==> src/rtl/phy_pkg.sv <==
// phy_pkg: shared PHY constants and the serializer FSM state encoding.
package phy_pkg;
  localparam logic [7:0] COM_DEFAULT = 8'hBC;
  typedef enum logic [1:0] {IDLE = 2'd0, SYNC = 2'd1, DATA = 2'd2} state_e;
endpackage

==> src/rtl/par_serial.sv <==
// par_serial: MSB-first byte serializer with a COM-symbol sync preamble and comma idle fill.
module par_serial
  import phy_pkg::*;
#(
  parameter int                DATA_W     = 8,
  parameter logic [DATA_W-1:0] COM_SYMBOL = DATA_W'(COM_DEFAULT),
  parameter int                SYNC_MIN   = 2
) (
  input  logic              clk,
  input  logic              reset,
  input  logic [DATA_W-1:0] data_in,
  input  logic              valid_in,
  output logic              ready_out,
  output logic              serial_out,
  output logic              frame_sync,
  output logic              k_out
);
  localparam int CW = $clog2(DATA_W);
  localparam int SW = $clog2(SYNC_MIN + 1);
  localparam logic [CW-1:0] LAST = CW'(DATA_W - 1);
  localparam logic [SW-1:0] SMAX = SW'(SYNC_MIN);
  state_e            state_q, state_d;
  logic [CW-1:0]     bit_cnt_q, bit_cnt_d;
  logic [SW-1:0]     sync_cnt_q, sync_cnt_d;
  logic [DATA_W-1:0] shreg_q, shreg_d;
  logic              active, last, take;
  assign active     = state_q != IDLE;
  assign last       = bit_cnt_q == LAST;
  assign ready_out  = active && last && sync_cnt_q == SMAX;
  assign take       = ready_out && valid_in;
  assign frame_sync = active && bit_cnt_q == '0;
  assign k_out      = state_q == SYNC;
  assign serial_out = shreg_q[DATA_W-1];
  // A COM counts as complete once its final bit is on the line, so ready_out
  // can open on that last bit and data follows the preamble without a gap.
  always_comb begin
    state_d    = state_q;
    bit_cnt_d  = active ? (last ? '0 : bit_cnt_q + CW'(1)) : '0;
    sync_cnt_d = (state_q == SYNC && bit_cnt_q == LAST - CW'(1) && sync_cnt_q != SMAX)
                 ? sync_cnt_q + SW'(1) : sync_cnt_q;
    shreg_d    = {shreg_q[DATA_W-2:0], 1'b0};
    if (!active) begin
      state_d = SYNC;
      shreg_d = COM_SYMBOL;
    end else if (last) begin
      state_d = take ? DATA : SYNC;
      shreg_d = take ? data_in : COM_SYMBOL;
    end
  end
  always_ff @(posedge clk or posedge reset) begin
    if (reset) begin
      state_q    <= IDLE;
      bit_cnt_q  <= '0;
      sync_cnt_q <= '0;
      shreg_q    <= '0;
    end else begin
      state_q    <= state_d;
      bit_cnt_q  <= bit_cnt_d;
      sync_cnt_q <= sync_cnt_d;
      shreg_q    <= shreg_d;
    end
  end
endmodule

==> config.mk <==
export PLATFORM = sky130hd
export DESIGN_NAME = par_serial
export DESIGN_NICKNAME = d
export VERILOG_FILES = /design/src/rtl/phy_pkg.sv /design/src/rtl/par_serial.sv
export SDC_FILE = /design/constraint.sdc
export NUM_CORES = 1
export LEC_CHECK = 0
export ABC_CLOCK_PERIOD_IN_PS = 2000
export CAP_MARGIN = 20
export CORE_ASPECT_RATIO = 0.8
export CORE_MARGIN = 2
export CORE_UTILIZATION = 40
export DETAILED_ROUTE_END_ITERATION = 10
export GPL_ROUTABILITY_DRIVEN = 0
export HOLD_SLACK_MARGIN = 0.08
export PLACE_DENSITY = 0.66
export SLEW_MARGIN = 20
export SYNTH_ARGS = -nofsm -noshare
export SYNTH_HDL_FRONTEND = slang
export SYNTH_SLANG_ARGS = --single-unit
==> constraint.sdc <==
create_clock -name clk -period 2 [get_ports clk]
set_clock_uncertainty 0.2 [all_clocks]
set_input_delay 0.3 -clock clk [delete_from_list [all_inputs] [get_ports clk]]
set_output_delay 0.3 -clock clk [all_outputs]
set_load 0.02 [all_outputs]
* Word-level counts from Yosys, hierarchy flattened
Cells that the tools add are included. Widths: inputs -> output; s select.
Word-level totals: logic and storage cells 28, output and inout port bits 4, bits in registers 15, input port bits 11
Cells by class: eq/ne operators 6, reduce and logical (&&, ||, !) cells 8, add/subtract/negate cells 2, muxes and demuxes 8
Operators with widths (count):
- $mux 8 | 3
- $eq 3x3->1 const B | 2
- $logic_and 1x1->1 | 6
- $mux 2 | 3
- $mux 3 | 2
- $add 3x1->3 const B | 1
- $logic_not 3->1 | 1
- $add 2x1->2 const B | 1
- $eq 2x1->1 const B | 1
- $eq 2x2->1 const B | 1
- $ne 2x1->1 const B | 1
- $ne 2x2->1 const B | 1
- $reduce_bool 2->1 | 1

* Depth between registers and ports, before layout
Gate-level depths: netlist (run 1).
depth in word-level cells 7, mapped depth 5, mapped depth without buffers 5

* Worst setup path after synthesis (run 1)
Ideal clock, no wire load.
kind flip-flop to output port, start register bit_cnt_q[0], end output frame_sync, setup slack 0.400 ns, data arrival time 1.100 ns, stages on the path, launching flop included 4, required time 1.500 ns, path buffers 0, cells stage by stage dfrtp_1 -> inv_1 -> ha_1 -> nor3b_1
Between the ends: longest elaborated chain between the ends 2
RTL lines:
- start: declaration | line par_serial.sv:23 | logic [CW-1:0] bit_cnt_q, bit_cnt_d;
- start signal: assignment | line par_serial.sv:58 | bit_cnt_q <= bit_cnt_d;
- $logic_not 3->1 | line par_serial.sv:31 | assign frame_sync = active && bit_cnt_q == '0;
- $logic_and 1x1->1 | line par_serial.sv:31
- end: declaration | line par_serial.sv:15 | output logic frame_sync,
Every way passes these cells.

* Worst setup path after layout (run 1)
start register bit_cnt_q[0], end output ready_out
Between the ends: longest elaborated chain between the ends 3
RTL lines:
- $eq 3x3->1 | line par_serial.sv:28 | assign last = bit_cnt_q == LAST;
- $logic_and 1x1->1 (2 in series) | line par_serial.sv:29 | assign ready_out = active && last && sync_cnt_q == SMAX;
- end: declaration | line par_serial.sv:13 | output logic ready_out,
Every way passes these cells.

==> metrics.md, run 1 <==
| Metric | Value |
|---|---|
| Leak pwr | between 0.0004 and 0.0005 uW |
| Crit path max fanout | 3 |
| Worst vdd ir | 0.736 mV |
| Routed Wire Length | approximately 1.2 mm |
| Busiest grt layer | met2 |
| Period utilization | 0.938 |
| Unrepaired setup endpoints after global routing | no |
| Avg Cell Area, Syn | about 13 sq um |
| Clock network power share | 0.155 |
| Total gr overflow | 0 |
| # nets final | 90 |
| Largest net degree at the start of global routing | 16 |
| Gate power share | 0.408 |
| Antenna violations before repair | 0 |
| H-Tree Depth | 1 |
| PD cells | 1260 nW/um^2 |
| Synth Register Bits | 15 |
| Arrival time worst endpoint | around 1.4 ns |
| DR vias | 432 |
| Psw | 370 uW |
| Delay-heaviest family, CP | flip-flops |
| Dpl hpwl | ~910 um |
| GRT Util Overall | 0.143 |
| DRC viols | 0 |
| Share of post-route cells with drive strength above 1 | 0.164 |
| Commonest non-fill, non-tap cell in the layout | dfrtp_1 |
| Die Span X | 49.6 um |
| Vias in the first global route | 434 |
| Maxcap violations | 0 |
| Startpoint Class | flop |
| Sequential fraction of design power | 0.437 |
| Met1 usage | 0.174 |
| Crit-path cells | ha_1 -> ha_1 -> nand2_1 -> nor2_1 -> buf_2 |
| Max Buffers Root-to-Sink | 2 |
| CTS root buffer | clkbuf_4 |
| Sw Share | 0.342 |
| Utilization after layout | 0.541 |
| Ant. Diodes | 0 |
| Met2 Use GR | 0.223 |
| Crit end category | output pin |
| Pin slew with the least headroom to its limit | 0.554 ns |
| Slowest-stage cell, CP | dfrtp_1 |
| Global-route wire length before repair | 1.93 mm |
| Worst-path clk slew | 0.08 ns |
| Max Fclk | 533 MHz |
| Final setup vio count | 0 |
| Cell variety after synth | 18 |
| Clock sinks | 15 |
| Sequential share of the synthesized area | 0.565 |
| CORE AREA | 1590 sq um |
| Clock latency on the worst-skew pair | about 0.28 ns |
| 1st-iter DRT viols | 3 |
| Cells after Synth | between 50 and 60 |
| Post-DR wirelength/cell | 12.2 um |
| CTS Hold Buffers Added | 0 |
| Met3 usage | 0.0784 |
| Hold Path Class | in -> async |
| I/O pins | 15 |
| Required @ worst endpoint | 1.50 ns |
| Post-DRT Antenna Nets | 0 |
| First-pass DRT Iterations | 2 |
| Final Hold Viols | 0 |
| CTS tree | built |
| Row Count | 13 |
| TritonCTS Buffers | 3 |
| Run status | finished clean |
| CP Class | reg -> out |
| DR vias/cell | 4.55 |
| Chip Height | just over 40 um |
| Die ar. | 2000 sq um |
| Post-route setup TNS | 0 ns |
| Synthesized area | 664 sq um |
| Max Slew Vio Count | 0 |
| IO buf count | 14 |
| Syn_nets | slightly below 70 |
| Initial Utilization | 0.417 |
| Relative slew slack | 0.631 |
| CP bufs+invs | 1 |
| Ys Warns | 0 |
| Cell Int Power | 713 uW |
| P&R area growth vs syn | 29.8% |
| CP max stage delay | 0.40 ns |
| Crit path time final | between 1.5 and 2 ns |
| Commonest non-fill, non-tap cells in the layout | dfrtp_1 (15), clkdlybuf4s50_1 (11), nor2_1 (6) |
| Critical path's most frequent cell | ha_1 |
-- timing repair --
| action | in CTS | in global routing |
|---|---|---|
| endpoints found under the setup margin | 3 | 2 |
| setup buffers | 0 | 0 |
| resized for setup | 5 | 4 |
-- state kept, by name, summed over array words and instances (netlist names) --
| register | count |
|---|---|
| state_q | 2 |
| shreg_q | 8 |
| sync_cnt_q | 2 |
| bit_cnt_q | 3 |
-- Yosys cell counts --
master / instances / area, sq um
nor3b_2: 1 / 12.5
mux2i_1: 1 / 10.0
nand2b_2: 1 / 8.76
nand4b_2: 1 / 15.0
and2b_1: 1 / 7.51
or2_4: 1 / 8.76
o22a_1: 5 / 43.8
inv_1: 5 / 18.8
nand2_1: 2 / 7.51
nand4_2: 1 / 12.5
nand2b_1: 1 / 6.26
and2_1: 3 / 18.8
dfrtp_1: 15 / 375
a22o_1: 2 / 17.5
ha_1: 5 / 62.6
xnor2_1: 1 / 8.76
nor3b_1: 1 / 7.51
nor2_1: 6 / 22.5
-- metal layers --
layer / up-vias / part of all wire
li1: 220 / -
met1: 200 / 0.47
met2: 9 / 0.46
met3: 3 / 0.058
met4: 0 / 0.0086
met5: - / 0
-- area by class of cell --
class / instances / area (sq um)
fill: 158 / 732
sequential: 15 / 375
timing repair buffer: 16 / 144
inverter: 5 / 18.8
clock buffer: 4 / 26.3
tap: 22 / 27.5
multi-input combinational: 33 / 270
-- power groups by stage --
stage	registers (uW)	logic (uW)	clock network, uW
floorplan	480	298	0
global placement	477	469	0
detailed placement	479	475	0
CTS	474	459	175
global route	491	497	195
finish	473	442	168
-- stage by stage --
stage	power [uW]	hold slack [ns]	worst slack [ns]	instance area [sq um]	std cells
5_1_grt	1180	0.199	0.0416	862	95
6_report	1080	0.164	0.124	862	95
4_1_cts	1110	0.184	0.0124	872	95
2_1_floorplan	777	0.00148	0.400	664	53
3_3_place_gp	946	0.240	0.0711	847	91
3_5_place_dp	953	0.251	0.0450	847	91
-- final timing paths --
| check | slack, ns | cells past startpoint | startpoint | to |
|---|---|---|---|---|
| setup / recovery | 0.12 | 5 | bit_cnt_q[0]$_DFF_PP0_ | ready_out |
| hold / removal | 0.16 | 2 | reset | bit_cnt_q[2]$_DFF_PP0_ |
| setup reg to reg | 0.31 | 5 | bit_cnt_q[0]$_DFF_PP0_ | shreg_q[7]$_DFF_PP0_ |
| hold reg to reg | 0.27 | 1 | shreg_q[4]$_DFF_PP0_ | shreg_q[5]$_DFF_PP0_ |
| max in group asynchronous | 1.07 | 2 | reset | shreg_q[2]$_DFF_PP0_ |
| min in group clk | 0.27 | 1 | shreg_q[4]$_DFF_PP0_ | shreg_q[5]$_DFF_PP0_ |
-- cells by family (layout without fill, tap and decap cells) --
logic type / count (synthesis) / after routing / synth area share
and+or+nand+nor: 19 / 19 / 0.192
AOI/OAI and AO/OA: 7 / 7 / 0.0923
buffers and inverters: 5 / 25 / 0.0283
adders and majority gates: 5 / 5 / 0.0942
muxes: 1 / 1 / 0.0151
xor gates and xnor gates: 1 / 1 / 0.0132
DFF: 15 / 15 / 0.565
Note: power is estimated with default switching activity, not from simulation.
==> run 2: changes to the inputs <==
--- a/config.mk
+++ b/config.mk
@@ -13,7 +13,7 @@
 export DETAILED_ROUTE_END_ITERATION = 10
 export GPL_ROUTABILITY_DRIVEN = 0
 export HOLD_SLACK_MARGIN = 0.08
-export PLACE_DENSITY = 0.66
+export PLACE_DENSITY = 0.77
 export SLEW_MARGIN = 20
 export SYNTH_ARGS = -nofsm -noshare
 export SYNTH_HDL_FRONTEND = slang
==> metrics.md, run 2 (synthesis gave the netlist of run 1 again) <==
| Metric | Value |
|---|---|
| Routed Wire Length | 1.19 mm |
| H-Tree Depth | 1 |
| Final setup vio count | 0 |
| Worst vdd ir | 0.870 mV |
| CTS Hold Buffers Added | 0 |
| Leak pwr | 0.000420 uW |
| Period utilization | 0.960 |
| Delay-heaviest family, CP | adder cells |
| GRT Util Overall | 0.162 |
| Ant. Diodes | 0 |
| Arrival time worst endpoint | 1.42 ns |
| Unrepaired setup endpoints after global routing | no |
| 1st-iter DRT viols | 2 |
| CP max stage delay | 0.41 ns |
| Clock sinks | 15 |
| Final worst slack | slightly above 0.08 ns |
| Share of post-route cells with drive strength above 1 | 0.176 |
| Post_cts resized | 6 |
| Clock latency on the worst-skew pair | approximately 0.29 ns |
| FF+latch area | 375 sq um |
| Post-DRT Antenna Nets | 0 |
| Run status | finished clean |
| Pin slew with the least headroom to its limit | 0.571 ns |
| Crit-path cells | ha_1 -> ha_1 -> nand2_1 -> nor2_1 -> buf_2 |
| Vias in the first global route | 475 |
| Hold Path Class | in -> async |
| CP bufs+invs | 1 |
| Regs by FF count | shreg_q (8), bit_cnt_q (3) |
| Hold Slack | 0.153 ns |
| I/O pins | 15 |
| DRC viols | 0 |
| Worst R2R Path Depth | 5 |
| Chip Height | 40.5 um |
| Biggest register | shreg_q |
| Relative slew slack | 0.619 |
| Crit path max fanout | 3 |
| Worst-path clk slew | 0.09 ns |
| Startpoint Class | flop |
| Filler Cell Count | between 150 and 200 |
| DR vias | ~460 |
| Total gr overflow | 0 |
| CTS tree | built |
| Max Fclk | 521 MHz |
| Required @ worst endpoint | about 1.5 ns |
| Row Count | 13 |
| Area of the multi-input gates | 270 sq um |
| Commonest non-fill, non-tap cells in the layout | dfrtp_1 (15), clkdlybuf4s50_1 (11), nor2_1 (6) |
| Crit path time final | ~1.9 ns |
| Slowest-stage cell, CP | dfrtp_1 |
| TritonCTS Buffers | 3 |
| IO buf count | 14 |
| DR vias/cell | 4.80 |
| Critical path's most frequent cell | ha_1 |
| Final Hold Viols | 0 |
| CORE AREA | between 1500 and 2000 sq um |
| First-pass DRT Iterations | 4 |
| Global-route wire length before repair | 2.19 mm |
| P&R area growth vs syn | 30.9% |
| PD cells | between 1000 and 1500 nW/um^2 |
| Max Slew Vio Count | 0 |
| Setup bufs post-CTS | 0 |
| Dpl hpwl | ~930 um |
| Post-place setup slack | about 0.0019 ns |
| Die ar. | about 2000 sq um |
| Post-DR wirelength/cell | approximately 12 um |
| Crit end category | output pin |
| Antenna violations before repair | 0 |
| Die Span X | 49.6 um |
| Largest net degree at the start of global routing | 16 |
| Maxcap violations | 0 |
| CTS root buffer | clkbuf_4 |
| Max reg flops | 8 |
| Commonest non-fill, non-tap cell in the layout | dfrtp_1 |
| Post-route setup TNS | 0 ns |
| # nets final | a little over 90 |
| Utilization after layout | 0.546 |
| CP Class | reg -> out |
| Max Buffers Root-to-Sink | 2 |
| Initial Utilization | 0.417 |
| Levels on crit path | 5 |
run 2: cell count changes in the layout (fill, tap and decap cells not counted), sizes merged:
cell,previous run,this run
buf,3,4
run 2: metal layers:
| metal | global-route usage | vias to the layer above | part of all wire |
|---|---|---|---|
| met1 | 0.189 | 225 | 0.46 |
| met2 | 0.267 | 9 | 0.48 |
| met3 | 0.0784 | 4 | 0.049 |
| met4 | 0.0625 | 0 | 0.014 |
| li1 | - | 223 | - |
| met5 | 0 | - | 0 |
run 2: where the power goes:
part	internal, uW	switching [uW]	total [uW]
Clock	77.6	94.3	172
Combinational	225	228	454
Sequential	415	58.5	473
run 2: worst paths after layout:
path,endpoint,start,slack (ns)
min in group clk,shreg_q[6]$_DFF_PP0_,shreg_q[5]$_DFF_PP0_,0.26
worst min-delay path,bit_cnt_q[2]$_DFF_PP0_,reset,0.15
worst min register to register,shreg_q[6]$_DFF_PP0_,shreg_q[5]$_DFF_PP0_,0.26
worst max register to register,shreg_q[5]$_DFF_PP0_,bit_cnt_q[0]$_DFF_PP0_,0.27
max in group asynchronous,shreg_q[1]$_DFF_PP0_,reset,1.06
worst max-delay path,ready_out,bit_cnt_q[0]$_DFF_PP0_,0.08
run 2: area by class of cell:
type	count	share of cell area
clock buffer	4	0.0302
inverter	5	0.0216
sequential	15	0.432
timing repair buffer	17	0.174
multi-input combinational	33	0.311
tap	22	0.0317
run 2: stage by stage:
stage	cells	power, uW	instance area (sq um)
after floorplan	53	777	664
after global placement	92	945	855
after detailed placement	92	966	855
after CTS	96	1120	873
after global routing	96	1190	870
final	96	1100	870
==> run 3: changes to the inputs <==
--- a/config.mk
+++ b/config.mk
@@ -14,6 +14,8 @@
 export GPL_ROUTABILITY_DRIVEN = 0
 export HOLD_SLACK_MARGIN = 0.08
 export PLACE_DENSITY = 0.77
+export REMOVE_ABC_BUFFERS = 1
+export SKIP_LAST_GASP = 1
 export SLEW_MARGIN = 20
 export SYNTH_ARGS = -nofsm -noshare
 export SYNTH_HDL_FRONTEND = slang
==> metrics.md, run 3 (synthesis gave the netlist of run 1 again) <==
| Metric | Value |
|---|---|
| Initial Utilization | 0.417 |
| R2R Path End | shreg_q[5]$_DFF_PP0_ |
| Row Count | 13 |
| Die ar. | 2000 sq um |
| Max Fclk | 521 MHz |
| Met1 Wirelength | around 540 um |
| Crit end category | output pin |
| Maxcap violations | 0 |
| Max reg flops | 8 |
| TritonCTS Buffers | 3 |
| Worst-path clk slew | 0.09 ns |
| Clock network power share | 0.156 |
| Cell Int Power | 718 uW |
| I/O pins | 15 |
| WL met2 | 566 um |
| Period utilization | 0.960 |
| Post-DRT Antenna Nets | 0 |
| 1st-iter DRT viols | 2 |
| Run status | finished clean |
| Psw | between 300 and 400 uW |
| Clock latency on the worst-skew pair | slightly below 0.3 ns |
| Unrepaired setup endpoints after global routing | no |
| Die Span X | between 40 and 50 um |
| Chip Height | 40.5 um |
| Largest net degree at the start of global routing | 16 |
| R2r setup slk | 0.27 ns |
| # nets final | 91 |
| Regs by FF count | shreg_q (8), bit_cnt_q (3) |
| Worst Setup SP | bit_cnt_q[0]$_DFF_PP0_ |
| Max Buffers Root-to-Sink | 2 |
| Startpoint Class | flop |
| CTS Hold Buffers Added | 0 |
| Total gr overflow | 0 |
| Worst r2r src | bit_cnt_q[0]$_DFF_PP0_ |
| Antenna violations before repair | 0 |
| Delay-heaviest family, CP | adder cells |
| Levels on crit path | 5 |
| Area post-placement | 855 sq um |
| Filler Cell Count | 151 |
| Required @ worst endpoint | 1.50 ns |
| Setup bufs post-CTS | 0 |
| DR vias/cell | just under 5 |
| Worst vdd ir | 0.870 mV |
| Vias in the first global route | 481 |
| Crit path time final | between 1.5 and 2 ns |
| Crit path max fanout | 3 |
| Relative slew slack | 0.619 |
| Critical path's most frequent cell | ha_1 |
| Final Hold Viols | 0 |
| CP bufs+invs | 1 |
| CP Class | reg -> out |
| Hold Path Class | in -> async |
| DRC viols | 0 |
| Arrival time worst endpoint | 1.42 ns |
| Met3 wire length | 58 um |
| Biggest register | shreg_q |
| Worst R2R Path Depth | 5 |
| Top Metal Used | met4 |
| CP max stage delay | 0.41 ns |
| CORE AREA | 1590 sq um |
| Routed Wire Length | 1.19 mm |
| Final setup vio count | 0 |
| Sequential fraction of design power | 0.431 |
| Dpl hpwl | approximately 930 um |
| Critical path capture point | ready_out |
| Sw Share | 0.347 |
| Commonest non-fill, non-tap cells in the layout | dfrtp_1 (15), clkdlybuf4s50_1 (11), nor2_1 (6) |
| Global-route wire length before repair | ~2.2 mm |
| Area of the multi-input gates | 270 sq um |
| DR vias | ~460 |
| Hold Slack | 0.153 ns |
| Post-DR wirelength/cell | 12.4 um |
| Leak pwr | 0.000420 uW |
| P&R area growth vs syn | 30.9% |
| Clock sinks | 15 |
| H-Tree Depth | 1 |
| IO buf count | 14 |
| PD cells | 1260 nW/um^2 |
| CTS root buffer | clkbuf_4 |
| Max Slew Vio Count | 0 |
| Share of post-route cells with drive strength above 1 | 0.176 |
| FF+latch area | between 300 and 400 sq um |
| GRT Util Overall | 0.163 |
| Commonest non-fill, non-tap cell in the layout | dfrtp_1 |
| Ant. Diodes | 0 |
| Gate power share | 0.413 |
| First-pass DRT Iterations | 4 |
| Crit-path cells | ha_1 -> ha_1 -> nand2_1 -> nor2_1 -> clkbuf_2 |
| Design area | 870 sq um |
| Slowest-stage cell, CP | dfrtp_1 |
| CTS tree | built |
| Pin slew with the least headroom to its limit | 0.571 ns |
run 3: metal layers:
metal | GRT usage | vias to the layer above
met5 | 0 | -
met4 | 0.0625 | 0
met3 | 0.0784 | 4
met2 | 0.270 | 9
met1 | 0.189 | 225
li1 | - | 223
run 3: final cells by class:
| class | instances | area share |
|---|---|---|
| Clock buffer | 4 | 0.0302 |
| Inverter | 5 | 0.0216 |
| Multi-Input combinational cell | 33 | 0.311 |
| Sequential cell | 15 | 0.432 |
| Tap cell | 22 | 0.0317 |
| Timing Repair Buffer | 17 | 0.174 |
run 3: worst min path at each step:
stage | startpoint | end | cells after the start
after global routing | reset | bit_cnt_q[2]$_DFF_PP0_ | 2
after CTS | reset | bit_cnt_q[2]$_DFF_PP0_ | 2
after floorplan | reset | bit_cnt_q[0]$_DFF_PP0_ | 1
final | reset | bit_cnt_q[2]$_DFF_PP0_ | 2
after detailed placement | shreg_q[6]$_DFF_PP0_ | shreg_q[7]$_DFF_PP0_ | 1
after global placement | bit_cnt_q[0]$_DFF_PP0_ | bit_cnt_q[0]$_DFF_PP0_ | 1
run 3: power by group through the flow:
| stage | registers, uW | clock network, uW | logic [uW] |
|---|---|---|---|
| after global placement | 473 | 0 | 471 |
| after CTS | 475 | 178 | 466 |
| after global routing | 490 | 190 | 509 |
| after floorplan | 480 | 0 | 298 |
| final | 473 | 172 | 454 |
| after detailed placement | 483 | 0 | 484 |
run 3: worst register-to-register path: stages (launching register included):
cell      delay, ns
dfrtp_1        0.41
ha_1           0.21
ha_1           0.20
buf_4          0.15
nand2b_2       0.23
o22a_1         0.20
run 3: through the flow:
stage	power, uW	std cells	utilization	worst slack (ns)	setup TNS (ns)
3_3_place_gp	945	92	0.536	0.0552	0
5_1_grt	1190	96	0.546	0.0115	0
2_1_floorplan	777	53	-	0.400	0
6_report	1100	96	0.546	0.0803	0
3_5_place_dp	966	92	0.536	0.00187	0
4_1_cts	1120	96	0.550	-0.102	-0.102
run 3: what timing repair did:
action | CTS | global route
hold endpoints to repair | 0 | 0
endpoints found under the setup margin | 3 | 2
gates resized for setup | 3 | 5
==> patch 1, RTL diff (settings of run 3) <==
Make the reset (`reset`) synchronous in one clocked block.
--- a/src/rtl/par_serial.sv
+++ b/src/rtl/par_serial.sv
@@ -48,5 +48,5 @@
     end
   end
-  always_ff @(posedge clk or posedge reset) begin
+  always_ff @(posedge clk) begin
     if (reset) begin
       state_q    <= IDLE;
Check against the original RTL: differs if reset is asserted again (counterexample within 4 cycles, from zero or initial values and one cycle with reset high); with reset held inactive, the same outputs for 10 cycles.
==> patch 1 against run 3 <==
- critical path depth is 1 lower
- first-iteration DRC count grew to 2.5 times the old value
- synthesized area is 5.1% lower
- register-to-register slack worse by 0.06 ns
- cell area is 4.2% lower
- setup slack better by 0.075 ns
- sequential cell count stayed put
- via count is 6.1% higher
- routed wire length is 1.5% higher
- critical path type unchanged
- critical endpoint is now frame_sync
- highest routed layer unchanged
Power is not compared: it rests on default switching activity, and its combinational part moved more than twofold at a synthesized area within 25%.
==> patch 1: results <==
metrics = {
    "setup_path": {
        "reg2reg_to": "shreg_q[3]",
        "slowest_stage": "dfxtp_1",
        "cpLargestDelayFamily": "buffers and inverters",
        "max_stage_delay_ns": 0.36,
    },
    "layout": {
        "drive_gt1_share_pct": 16.67,
        "multi_input_gates": 37,
        "n_fill_cell": 131,
        "multi_input_area_share_pct": 36.34,
    },
    "synthesis": {
        "ys_top_cells_by_count": "dfxtp_1, ha_1, inv_1",
        "synth-compound-area-share_pct": 18.85,
        "async_flop_share_pct": 0,
        "synth-seq-area-share_pct": 47.62,
        "yosys.area_share.xor_xnor_pct": 0,
        "synthFlopType": "dfxtp_1",
        "yosys-top-cells-area": "dfxtp_1, ha_1, o221a_2",
        "synth_adder_area_share_pct": 9.921,
        "synthMuxAreaShare_pct": 0,
    },
    "outcome": {
        "outcome": "finished clean",
    },
    "place": {
        "place_hpwl_um": 871.2,
    },
    "routing": {
        "drtIter0Drc": 5,
        "routed_via_density": 4.939,
        "firstDrtPassIters": 2,
        "wirelength_um": 1205,
    },
    "grt": {
        "grt_use_met2_pct": 24.31,
        "met1_usage_pct": 17.93,
        "grt_util_met3_pct": 6.870,
        "first_global_vias": 459,
    },
    "sta": {
        "tightest_slew_ns": 0.3543,
    },
    "min_path": {
        "hp-class": "reg -> reg",
    },
}
-- patch 1: cell count changes in the layout (fill, tap and decap cells not counted), sizes merged, moves of 3 or more --
cell / change
a21oi: +3
and2: -3
o221a: +5
o22a: -5
nor2: -4
dfrtp: -15
dfxtp: +15
-- patch 1: stage by stage --
stage | power [mW] | setup slack, ns | std cells | instance area, um^2
finish | 0.5557 | 0.1548 | 99 | 833.3
global route | 0.5881 | 0.04230 | 99 | 833.3
CTS | 0.5654 | 0.03615 | 99 | 834.6
detailed placement | 0.3986 | 0.09915 | 95 | 810.8
global placement | 0.3972 | 0.1226 | 95 | 810.8
floorplan | 0.3567 | 0.4263 | 57 | 621.8
-- patch 1: layer usage --
layer / vias up / part of all wire, %
met4: 0 / 1.7
met5: - / 0
met3: 2 / 7.1
met2: 12 / 43
met1: 219 / 48
li1: 256 / -
-- patch 1: repair_timing --
action / in CTS / in global routing
hold endpoints to repair: 0 / 0
pin swaps: 0 / 0
setup endpoints to repair: 2 / 2
resized for setup: 2 / 3
==> patch 2, RTL diff (settings of run 3) <==
Without the edit above. The parameter `DATA_W` goes from 8 to 16.
--- a/src/rtl/par_serial.sv
+++ b/src/rtl/par_serial.sv
@@ -3,5 +3,5 @@
   import phy_pkg::*;
 #(
-  parameter int                DATA_W     = 8,
+  parameter int                DATA_W     = 16,
   parameter logic [DATA_W-1:0] COM_SYMBOL = DATA_W'(COM_DEFAULT),
   parameter int                SYNC_MIN   = 2
Interface: changed (resized data_in); port bits go from 15 to 23. The function was not compared with the original's and may differ.
==> patch 2 against run 3 <==
- cell count increased by 42%
- sequential cell count increased by 9
- synthesized area increased by 49%
- critical path depth decreased by 1
- clock power increased by 46%
- critical path type unchanged
- power decreased by 21%
- cell area increased by 53%
- routed wire length increased by 57%
- via count increased by 52%
- setup slack improved by 0.019 ns
- first-iteration DRC count increased to 6.0 times the old value
==> patch 2: results <==
metrics = {
    "min_path": {
        "hp-class": "in -> async",
    },
    "synthesis": {
        "synthCells": 76,
        "yosys-top-cells-area": "dfrtp_1, a22o_1, ha_1",
        "yosysUniqueCellTypes": 22,
        "synth-seq-area-share_pct": 60.61,
        "ys_top_cells_by_count": "dfrtp_1, a22o_1, inv_1, o22a_1",
        "async_flop_share_pct": 100.0,
        "ys_warn_count": 0,
    },
    "grt": {
        "grt_pass1_wl_um": 3236,
        "grt_max_degree": 25,
        "grt_usage_pct": 14.99,
        "first_global_vias": 722,
    },
    "setup_path": {
        "reg2reg_slack_ns": 0.23,
        "cp.arrival_ns": 1.40,
        "worst-path-max-fanout": 4,
        "reg2reg_to": "shreg_q[12]",
    },
    "sta": {
        "hold_violations": 0,
        "holdWs_ns": 0.1148,
        "slew_headroom_pct": 69.27,
    },
    "layout": {
        "final_nets": 133,
        "final_cells": 136,
        "diodes": 0,
        "drive_gt1_share_pct": 18.35,
        "top_regs": "shreg_q: 16 flops, bit_cnt_q: 4 flops",
    },
    "routing": {
        "drtIter0Drc": 12,
        "vias": 700,
        "wirelength_um": 1868,
    },
    "outcome": {
        "outcome": "finished clean",
    },
    "clock_tree": {
        "path_clk_slew_ns": 0.13,
        "cts_root_buf": "clkbuf_4",
        "cts_max_level": 1,
        "worstSkewPairLatency_ns": 0.31,
    },
    "place": {
        "place_hpwl_um": 1324,
        "port_buffers": 22,
        "pre_cts_ws_ns": 0.01004,
        "place_area_um2": 1286,
    },
    "power": {
        "vdd_drop_max_mv": 0.3891,
        "p_leak_nw": 0.6056,
    },
}
==> patch 2: cell families (layout without fill, tap and decap cells) <==
family	count (synthesis)	in the layout	share of synthesized area (%)
compound gates	19	19	15.91
simple gates	19	19	11.74
buf+inv	6	39	3.030
xor+xnor	3	3	2.652
mux	1	1	1.010
flops	24	24	60.61
fa+ha+maj	4	4	5.051
==> patch 2: critical path: stages, from the launching register on <==
cell and delay (ns):
dfrtp_1 0.43, ha_2 0.20, and3_4 0.17, and2_1 0.13, buf_2 0.15
==> patch 2: how the worst max path moves through the flow <==
stage / from / to / slack, ns / depth (start not counted)
global placement: bit_cnt_q[0] / frame_sync / 0.06 / 4
finish: bit_cnt_q[0] / ready_out / 0.1 / 4
floorplan: bit_cnt_q[0] / frame_sync / 0.19 / 3
detailed placement: bit_cnt_q[0] / frame_sync / 0.01 / 4
CTS: bit_cnt_q[0] / frame_sync / -0.05 / 4
global route: bit_cnt_q[0] / ready_out / 0.002 / 4
==> patch 2: repair_timing <==
action / in CTS / in global routing
endpoints found under the setup margin: 3 / 2
resized for setup: 6 / 6
hold endpoints to repair: 0 / 0
setup buffers: 1 / 0
==> patch 2: final cells by class <==
cell class,instances,area (um^2)
Inverter,5,18.77
Tap cell,27,33.78
Clock buffer,4,36.28
Sequential cell,24,600.6
Multi-Input combinational cell,46,369.1
Fill cell,209,1075
Timing Repair Buffer,30,269.0
==> patch 2: power breakdown <==
part,internal (mW),leakage [nW],total (mW),switching [mW]
Clock,0.111,0.0210,0.251,0.139
Combinational,0.0602,0.291,0.0973,0.0371
Sequential,0.506,0.294,0.516,0.0100
Total,0.677,0.606,0.864,0.186
==> patch 2: per-layer routing <==
layer,vias up,global-route usage (%),wire [um]
met2,27,22.28,879
met1,334,20.70,857
li1,339,-,-
met4,0,3.333,0
met3,0,5.882,131
met5,-,0,0
